File: src/rtl/alu_pipe_pkg.sv
// alu_pipe_pkg: opcodes, multiplier FSM states and the legal-opcode check for alu_pipe.
// Contents:
//   OP_W        opcode width (5)
//   alu_op_e    opcode encodings
//   mul_st_e    iterative multiplier states
//   is_legal_op 1 when the opcode is decoded (MULU only with ALU_PIPE_MUL_EN)
package alu_pipe_pkg;

    localparam int OP_W = 5;

    typedef enum logic [OP_W-1:0] {
        OP_ROLV  = 5'b00000,
        OP_RORV  = 5'b00001,
        OP_NOT   = 5'b00010,
        OP_NORI  = 5'b00111,
        OP_BLEU  = 5'b01000,
        OP_ADD   = 5'b10000,
        OP_ADD_A = 5'b10001,
        OP_NOR   = 5'b10011,
        OP_ADD_B = 5'b10101,
        OP_MULU  = 5'b11000
    } alu_op_e;

    typedef enum logic [1:0] {
        ST_IDLE,
        ST_MUL,
        ST_DONE
    } mul_st_e;

    function automatic logic is_legal_op(input logic [OP_W-1:0] op);
`ifdef ALU_PIPE_MUL_EN
        return op inside {OP_ROLV, OP_RORV, OP_NOT, OP_NORI, OP_BLEU,
                          OP_ADD, OP_ADD_A, OP_NOR, OP_ADD_B, OP_MULU};
`else
        return op inside {OP_ROLV, OP_RORV, OP_NOT, OP_NORI, OP_BLEU,
                          OP_ADD, OP_ADD_A, OP_NOR, OP_ADD_B};
`endif
    endfunction

endpackage

File: src/rtl/alu_pipe_if.sv
// alu_pipe_if: request/response handshake bundle between register-read and writeback.
// Signals:
//   in_valid/in_ready    request handshake; in_op, in_a, in_b request payload
//   out_valid/out_ready  response handshake; out_result, out_zero, out_cond, out_illegal payload
// Modports: master (producer/consumer side), slave (the ALU).
interface alu_pipe_if
    import alu_pipe_pkg::*;
#(
    parameter int WIDTH = 32
);
    logic             in_valid;
    logic             in_ready;
    logic [OP_W-1:0]  in_op;
    logic [WIDTH-1:0] in_a;
    logic [WIDTH-1:0] in_b;
    logic             out_valid;
    logic             out_ready;
    logic [WIDTH-1:0] out_result;
    logic             out_zero;
    logic             out_cond;
    logic             out_illegal;

    modport master (
        output in_valid, in_op, in_a, in_b, out_ready,
        input  in_ready, out_valid, out_result, out_zero, out_cond, out_illegal
    );

    modport slave (
        input  in_valid, in_op, in_a, in_b, out_ready,
        output in_ready, out_valid, out_result, out_zero, out_cond, out_illegal
    );

endinterface

File: src/rtl/alu_pipe_rot.sv
// alu_pipe_rot: combinational logarithmic barrel rotator.
// Ports:
//   dir_i   0 = rotate left, 1 = rotate right
//   amt_i   rotate amount, full log2(WIDTH) range
//   data_i  value to rotate
//   data_o  rotated value
module alu_pipe_rot #(
    parameter int WIDTH = 32
) (
    input  logic                     dir_i,
    input  logic [$clog2(WIDTH)-1:0] amt_i,
    input  logic [WIDTH-1:0]         data_i,
    output logic [WIDTH-1:0]         data_o
);
    localparam int ROT_W = $clog2(WIDTH);

    logic [WIDTH-1:0] st [ROT_W+1];

    assign st[0] = data_i;

    // Stage g rotates by 2**g when amount bit g is set.
    for (genvar g = 0; g < ROT_W; g++) begin : g_stage
        localparam int S = 1 << g;
        assign st[g+1] = !amt_i[g] ? st[g]
                       : dir_i     ? {st[g][S-1:0], st[g][WIDTH-1:S]}
                       :             {st[g][WIDTH-S-1:0], st[g][WIDTH-1:WIDTH-S]};
    end

    assign data_o = st[ROT_W];

endmodule

File: src/rtl/alu_pipe.sv
// alu_pipe: two-stage pipelined ALU (ADD/NOR/NORI/NOT/BLEU/ROLV/RORV) with valid/ready backpressure.
// Ports:
//   clk    clock, all state on rising edge
//   rst_n  asynchronous active-low reset, drops all in-flight ops
//   bus    alu_pipe_if.slave: request in_*, response out_*
// Optional: define ALU_PIPE_MUL_EN to add MULU (11000), an iterative shift-add multiplier
// that stalls S1 for WIDTH+2 cycles; otherwise 11000 is an illegal opcode.
module alu_pipe
    import alu_pipe_pkg::*;
#(
    parameter int WIDTH = 32
) (
    input  logic        clk,
    input  logic        rst_n,
    alu_pipe_if.slave   bus
);
    localparam int ROT_W = $clog2(WIDTH);

    logic             s1_valid_q, s1_valid_d;
    logic [OP_W-1:0]  s1_op_q;
    logic [WIDTH-1:0] s1_a_q, s1_b_q;
    logic             s2_valid_q, s2_valid_d;
    logic [WIDTH-1:0] res_q;
    logic             zero_q, cond_q, ill_q;

    logic             in_ready, in_fire, s2_free, s1_adv, s1_clr, s2_load, mul_load;
    logic [WIDTH-1:0] rot_res, alu_res, ld_res;
    logic             alu_cond, alu_ill;

    assign s2_free    = ~s2_valid_q | bus.out_ready;
    // in_ready must read low throughout reset, hence the rst_n gate.
    assign in_ready   = rst_n & (~s1_valid_q | s1_clr);
    assign in_fire    = bus.in_valid & in_ready;
    assign s1_clr     = s1_adv | mul_load;
    assign s2_load    = s1_clr;
    assign s1_valid_d = in_fire ? 1'b1 : s1_clr ? 1'b0 : s1_valid_q;
    assign s2_valid_d = s2_load ? 1'b1 : bus.out_ready ? 1'b0 : s2_valid_q;

    alu_pipe_rot #(.WIDTH(WIDTH)) u_rot (
        .dir_i  (s1_op_q == OP_RORV),
        .amt_i  (s1_a_q[ROT_W-1:0]),
        .data_i (s1_b_q),
        .data_o (rot_res)
    );

    always_comb begin
        alu_res  = '0;
        alu_cond = 1'b0;
        case (s1_op_q)
            OP_ADD, OP_ADD_A, OP_ADD_B: alu_res = s1_a_q + s1_b_q;
            OP_NOR, OP_NORI:            alu_res = ~(s1_a_q | s1_b_q);
            OP_NOT:                     alu_res = ~s1_b_q;
            OP_BLEU: begin
                alu_cond = s1_a_q <= s1_b_q;
                alu_res  = WIDTH'(alu_cond);
            end
            OP_ROLV, OP_RORV:           alu_res = rot_res;
            default:                    alu_res = '0;
        endcase
    end

    assign alu_ill = ~is_legal_op(s1_op_q);

`ifdef ALU_PIPE_MUL_EN
    mul_st_e          st_q;
    logic [WIDTH-1:0] acc_q, mcand_q, mplier_q;
    logic [ROT_W:0]   cnt_q;

    assign s1_adv   = s1_valid_q & s2_free & (st_q == ST_IDLE) & (s1_op_q != OP_MULU);
    assign mul_load = (st_q == ST_DONE) & s2_free;
    assign ld_res   = mul_load ? acc_q : alu_res;

    // The start cycle already folds in multiplier bit 0, so ST_MUL covers bits 1..WIDTH-1
    // and the result reaches S2 exactly WIDTH+2 cycles after acceptance.
    always_ff @(posedge clk or negedge rst_n) begin
        if (!rst_n) begin
            st_q     <= ST_IDLE;
            acc_q    <= '0;
            mcand_q  <= '0;
            mplier_q <= '0;
            cnt_q    <= '0;
        end else begin
            case (st_q)
                ST_IDLE: if (s1_valid_q && s1_op_q == OP_MULU) begin
                    acc_q    <= s1_b_q[0] ? s1_a_q : '0;
                    mcand_q  <= s1_a_q << 1;
                    mplier_q <= s1_b_q >> 1;
                    cnt_q    <= (ROT_W+1)'(1);
                    st_q     <= ST_MUL;
                end
                ST_MUL: begin
                    acc_q    <= mplier_q[0] ? acc_q + mcand_q : acc_q;
                    mcand_q  <= mcand_q << 1;
                    mplier_q <= mplier_q >> 1;
                    cnt_q    <= cnt_q + 1'b1;
                    st_q     <= cnt_q == (ROT_W+1)'(WIDTH-1) ? ST_DONE : ST_MUL;
                end
                ST_DONE: st_q <= s2_free ? ST_IDLE : ST_DONE;
                default: st_q <= ST_IDLE;
            endcase
        end
    end
`else
    assign s1_adv   = s1_valid_q & s2_free;
    assign mul_load = 1'b0;
    assign ld_res   = alu_res;
`endif

    always_ff @(posedge clk or negedge rst_n) begin
        if (!rst_n) begin
            s1_valid_q <= 1'b0;
            s1_op_q    <= '0;
            s1_a_q     <= '0;
            s1_b_q     <= '0;
        end else begin
            s1_valid_q <= s1_valid_d;
            if (in_fire) begin
                s1_op_q <= bus.in_op;
                s1_a_q  <= bus.in_a;
                s1_b_q  <= bus.in_b;
            end
        end
    end

    always_ff @(posedge clk or negedge rst_n) begin
        if (!rst_n) begin
            s2_valid_q <= 1'b0;
            res_q      <= '0;
            zero_q     <= 1'b0;
            cond_q     <= 1'b0;
            ill_q      <= 1'b0;
        end else begin
            s2_valid_q <= s2_valid_d;
            if (s2_load) begin
                res_q  <= ld_res;
                zero_q <= ld_res == '0;
                cond_q <= alu_cond;
                ill_q  <= alu_ill;
            end
        end
    end

    assign bus.in_ready    = in_ready;
    assign bus.out_valid   = s2_valid_q;
    assign bus.out_result  = res_q;
    assign bus.out_zero    = zero_q;
    assign bus.out_cond    = cond_q;
    assign bus.out_illegal = ill_q;

endmodule

File: src/flat_wrapper.sv
// flat-port wrapper written by rule: the top's interface ports become plain ports
module alu_pipe_flat import alu_pipe_pkg::*;
#(
    parameter int WIDTH = 32
)
  (clk, rst_n, bus_in_valid, bus_in_op, bus_in_a, bus_in_b, bus_out_ready, bus_in_ready, bus_out_valid, bus_out_result, bus_out_zero, bus_out_cond, bus_out_illegal);
  alu_pipe_if #(.WIDTH(WIDTH)) bus_i ();
  input  logic clk;
  input  logic rst_n;
  input wire logic [$bits(bus_i.in_valid)-1:0] bus_in_valid;
  input wire logic [$bits(bus_i.in_op)-1:0] bus_in_op;
  input wire logic [$bits(bus_i.in_a)-1:0] bus_in_a;
  input wire logic [$bits(bus_i.in_b)-1:0] bus_in_b;
  input wire logic [$bits(bus_i.out_ready)-1:0] bus_out_ready;
  output wire logic [$bits(bus_i.in_ready)-1:0] bus_in_ready;
  output wire logic [$bits(bus_i.out_valid)-1:0] bus_out_valid;
  output wire logic [$bits(bus_i.out_result)-1:0] bus_out_result;
  output wire logic [$bits(bus_i.out_zero)-1:0] bus_out_zero;
  output wire logic [$bits(bus_i.out_cond)-1:0] bus_out_cond;
  output wire logic [$bits(bus_i.out_illegal)-1:0] bus_out_illegal;
  assign bus_i.in_valid = bus_in_valid;
  assign bus_i.in_op = bus_in_op;
  assign bus_i.in_a = bus_in_a;
  assign bus_i.in_b = bus_in_b;
  assign bus_i.out_ready = bus_out_ready;
  assign bus_in_ready = bus_i.in_ready;
  assign bus_out_valid = bus_i.out_valid;
  assign bus_out_result = bus_i.out_result;
  assign bus_out_zero = bus_i.out_zero;
  assign bus_out_cond = bus_i.out_cond;
  assign bus_out_illegal = bus_i.out_illegal;
  alu_pipe #(.WIDTH(WIDTH)) u_core (.clk(clk), .rst_n(rst_n), .bus(bus_i));
endmodule
File: config.mk
export PLATFORM = sky130hd
export DESIGN_NAME = alu_pipe_flat
export DESIGN_NICKNAME = d
export VERILOG_FILES = /design/src/rtl/alu_pipe_pkg.sv /design/src/rtl/alu_pipe_if.sv /design/src/rtl/alu_pipe_rot.sv /design/src/rtl/alu_pipe.sv /design/src/flat_wrapper.sv
export SDC_FILE = /design/constraint.sdc
export NUM_CORES = 1
export LEC_CHECK = 0
export BUFFER_PORTS_ARGS = -buffer_cell sky130_fd_sc_hd__buf_2
export CAP_MARGIN = 5
export CORE_ASPECT_RATIO = 1.1
export CORE_MARGIN = 3
export CORE_UTILIZATION = 40
export DETAILED_ROUTE_END_ITERATION = 10
export PLACE_DENSITY = 0.69
export SETUP_SLACK_MARGIN = 0.15
export SLEW_MARGIN = 20
export SYNTH_ARGS = -nofsm -noshare
export SYNTH_HDL_FRONTEND = slang
export SYNTH_HIERARCHICAL = 1
export SYNTH_SLANG_ARGS = --single-unit
File: constraint.sdc
create_clock -name clk -period 5.3 [get_ports clk]
set_input_delay 1.06 -clock clk [delete_from_list [all_inputs] [get_ports clk]]
set_output_delay 1.06 -clock clk [all_outputs]
set_load 0.01 [all_outputs]
==> metrics.cfg <==
[status]
status = complete, no violations

[global_route]
grt_max_degree = 71
track_usage_pct = 27.9
gr-total-overflow = 0
grt_pass1_wl_mm = 68.8
grt_pass1_vias = 11400
antenna_found_initial = 0

[layout]
post_route_cells_drive_above_1_share_pct = 27.5
design_area_sq_mm = 0.0137
final_nets = 1682
utilization_pct = 47.2
diodes = 0
syn2layout_area_growth_pct = 14.7
final_cells = 1886
nFillCells = 2815

[logic_synthesis]
yosysSeqAreaShare_pct = 22.2
synth_edf_count = 0
synthesis.area_sq_mm = 0.0119
async_flop_share_pct = 100
synth_mux_area_share_pct = 20.7
synth_xor_xnor_area_share_pct = 2.05
synth_ff_type = dfrtp_1
yosys_warnings = 6
avgSynthCellArea_sq_um = 8.69
synth_fa_ha_area_share_pct = 10.1
synth_area_leader_cell = dfrtp_1
yosys.area_share.simple_pct = 13.9
synth_top_family_by_area = compound AO/OA/AOI/OAI gates
synth_area_leaders = dfrtp_1 (22%), mux2_2 (10%), ha_1 (10%), mux4_2 (5.5%), mux2i_1 (4.0%)
synth-seq-cells = 106
netlist_instances = 1374
synth_nets = 1543
synth_cell_types = 83
synth_compound_area_share_pct = 23.1
synth_top_area_share_pct = 22.2

[setup_path]
crit_type = register to register
cp-start-kind = register
arrival_ns = 5.55
crit_path_end_kind = register
crit_required_ns = 5.57
worstPathMaxFanout = 8

[clock_tree]
clock-sinks = 106
clk_pin_slew_ns = 0.07
root_buffer = clkbuf_16
h-tree-depth = 3
clk_path_buf_depth = 2
insertion_delay_ns = 0.37
numCtsBuffers = 9
cts_tree = built
hold_buffers = 0

[drt]
drc_errors = 0
wirelength_mm = 46.0
dr.pass1.iters = 8
wl_per_cell_um = 24.4
drtIter0Drc = 1326
vias_per_cell = 6.36
final_antenna_net_count = 0
vias = 12000

[sta]
fin_tns_setup_ns = 0
finalClockSkew_ns = 0.00992
hold_viol = 0
finalCritPeriodShare_pct = 99.5
min_period_ns = 5.27
final-setup-viol-count = 0
worstMarginPinSlew_ns = 0.929
slew_headroom_pct = 37.2
fmax_mhz = 190
rsz0062_at_grt = true
maxSlewViolCount = 0

[pwr]
finalPower_w = 0.00524
ir_worst_vdd_uv = 222
leakage_nw = 6.00
cellPowerDensity_mw_per_mm2 = 382

[placement]
dp_hpwl_mm = 35.5
place_congestion = 1.06
placed_cells = 1857
placed_area_sq_mm = 0.0132
io_buffers = 109

[floorplanning]
start_util_pct = 41.1
die_w_um = 171
rows = 65
core_sq_mm = 0.0290
die_area_sq_mm = 0.0320
die_h_um = 187
pin_count = 110

[run]
maxCapViolCount = 0

[min_path]
hp-class = register to register

-- final cells by class --
type                       count  area, sq um  area share, %
timing repair buffer         224         1510           11.0
sequential                   106         2660           19.4
clock buffer                  12          256           1.87
multi-input combinational   1082         8450           61.7
inverter                      90          338           2.47
tap                          368          460           3.36
clock inverter                 4         26.3          0.192
-- stage by stage --
| stage | setup slack (ns) | hold slack, ns |
|---|---|---|
| floorplan | 0.163 | 0.472 |
| global placement | 0.203 | 0.453 |
| detailed placement | 0.133 | 0.456 |
| CTS | 0.151 | 0.472 |
| global route | -0.189 | 0.513 |
| finish | 0.0259 | 0.467 |
-- report_power, final --
group	internal (W)	switching (W)
Sequential	0.000969	0.000295
Combinational	0.00138	0.00194
Clock	0.000344	0.000310
-- registers in the layout, indices dropped and copies added (netlist names) --
| register | cells |
|---|---|
| u_core/bus.out_valid | 1 |
| u_core/s1_valid_q | 1 |
| u_core/s1_b_q | 32 |
| u_core/s1_op_q | 5 |
| u_core/bus.out_result | 32 |
| u_core/s1_a_q | 32 |
| u_core/bus.out_illegal | 1 |
| u_core/bus.out_cond | 1 |
| u_core/bus.out_zero | 1 |
-- final timing paths --
kind | start | end | slack, ns | cells past startpoint
max in group asynchronous | rst_n | u_core/bus.out_result[31]$_DFFE_PN0P_ | 3.38 | 2
worst max register to register | u_core/s1_op_q[2]$_DFFE_PN0P_ | u_core/bus.out_zero$_DFFE_PN0P_ | 0.03 | 17
worst min register to register | u_core/bus.out_result[24]$_DFFE_PN0P_ | u_core/bus.out_result[24]$_DFFE_PN0P_ | 0.47 | 2
worst min-delay path | u_core/bus.out_result[24]$_DFFE_PN0P_ | u_core/bus.out_result[24]$_DFFE_PN0P_ | 0.47 | 2
worst max-delay path | u_core/s1_op_q[2]$_DFFE_PN0P_ | u_core/bus.out_zero$_DFFE_PN0P_ | 0.03 | 17
min in group asynchronous | rst_n | u_core/s1_a_q[1]$_DFFE_PN0P_ | 0.70 | 1
-- timing repair --
action | in CTS | in global routing
resized for setup | 0 | 17
setup buffers | 2 | 6
gates cloned | 0 | 5
pin swaps | 1 | 16
endpoints found under the setup margin | 1 | 1
-- layout by cell type (no fill, tap or decap), types with 8 or more instances in the layout --
master and n:
xnor2_1 21, o211ai_1 12, a31oi_1 15, nand2b_1 15, mux4_2 29, mux2i_1 48
a221o_1 17, o22ai_1 44, o21a_1 9, nand4_1 11, a211oi_1 24, nor2b_1 11
nand2_1 113, buf_4 107, a22oi_1 8, a21o_1 9, a221oi_1 23, clkbuf_16 12
ha_1 95, nand3_1 11, dfrtp_1 104, o21ai_0 61, mux2_2 109, nor3_1 33
and3_1 12, nor2_1 127, o221ai_1 12, mux2_1 8, buf_2 108, a21oi_1 65
o21ai_1 11, inv_1 89
-- worst max-delay path, cell delays in order (launching register included) --
cell,delay [ns]
dfrtp_1,0.41
nor4_4,0.49
and2_4,0.34
clkbuf_16,0.19
mux2_2,0.33
mux4_2,0.48
buf_6,0.14
buf_12,0.12
o21ai_0,0.41
buf_4,0.20
a221oi_1,0.18
a221o_1,0.38
a21oi_1,0.28
and3_1,0.20
and4_1,0.20
nand4_1,0.07
or4_1,0.55
o31ai_2,0.19
-- synth_stat cells (15+ instances only) --
master / count
nor2_1: 128
nand2_1: 115
mux2_2: 111
dfrtp_1: 106
ha_1: 95
inv_1: 89
a21oi_1: 66
o21ai_0: 62
mux2i_1: 48
o22ai_1: 45
clkbuf_1: 42
nor3_1: 33
mux4_2: 29
a211oi_1: 25
a221oi_1: 23
xnor2_1: 21
buf_2: 18
a221o_1: 17
a31oi_1: 15
nand2b_1: 15
-- cells by family (layout without fill, tap and decap cells) --
| family | Yosys count | after routing |
|---|---|---|
| DFF | 106 | 106 |
| buffers and inverters | 188 | 330 |
| and+or+nand+nor | 370 | 372 |
| xor gates and xnor gates | 28 | 28 |
| muxes | 196 | 196 |
| adders and majority gates | 96 | 96 |
| AOI/OAI and AO/OA | 390 | 390 |
-- metal layers --
layer / vias up / wire (um) / GRT usage [%]
met5: - / 0 / 0
met4: 0 / 2820 / 14.0
met3: 170 / 3950 / 5.16
met2: 655 / 20500 / 43.4
met1: 5775 / 18800 / 36.9
li1: 5387 / - / -
(Power assumes the default switching activity.)
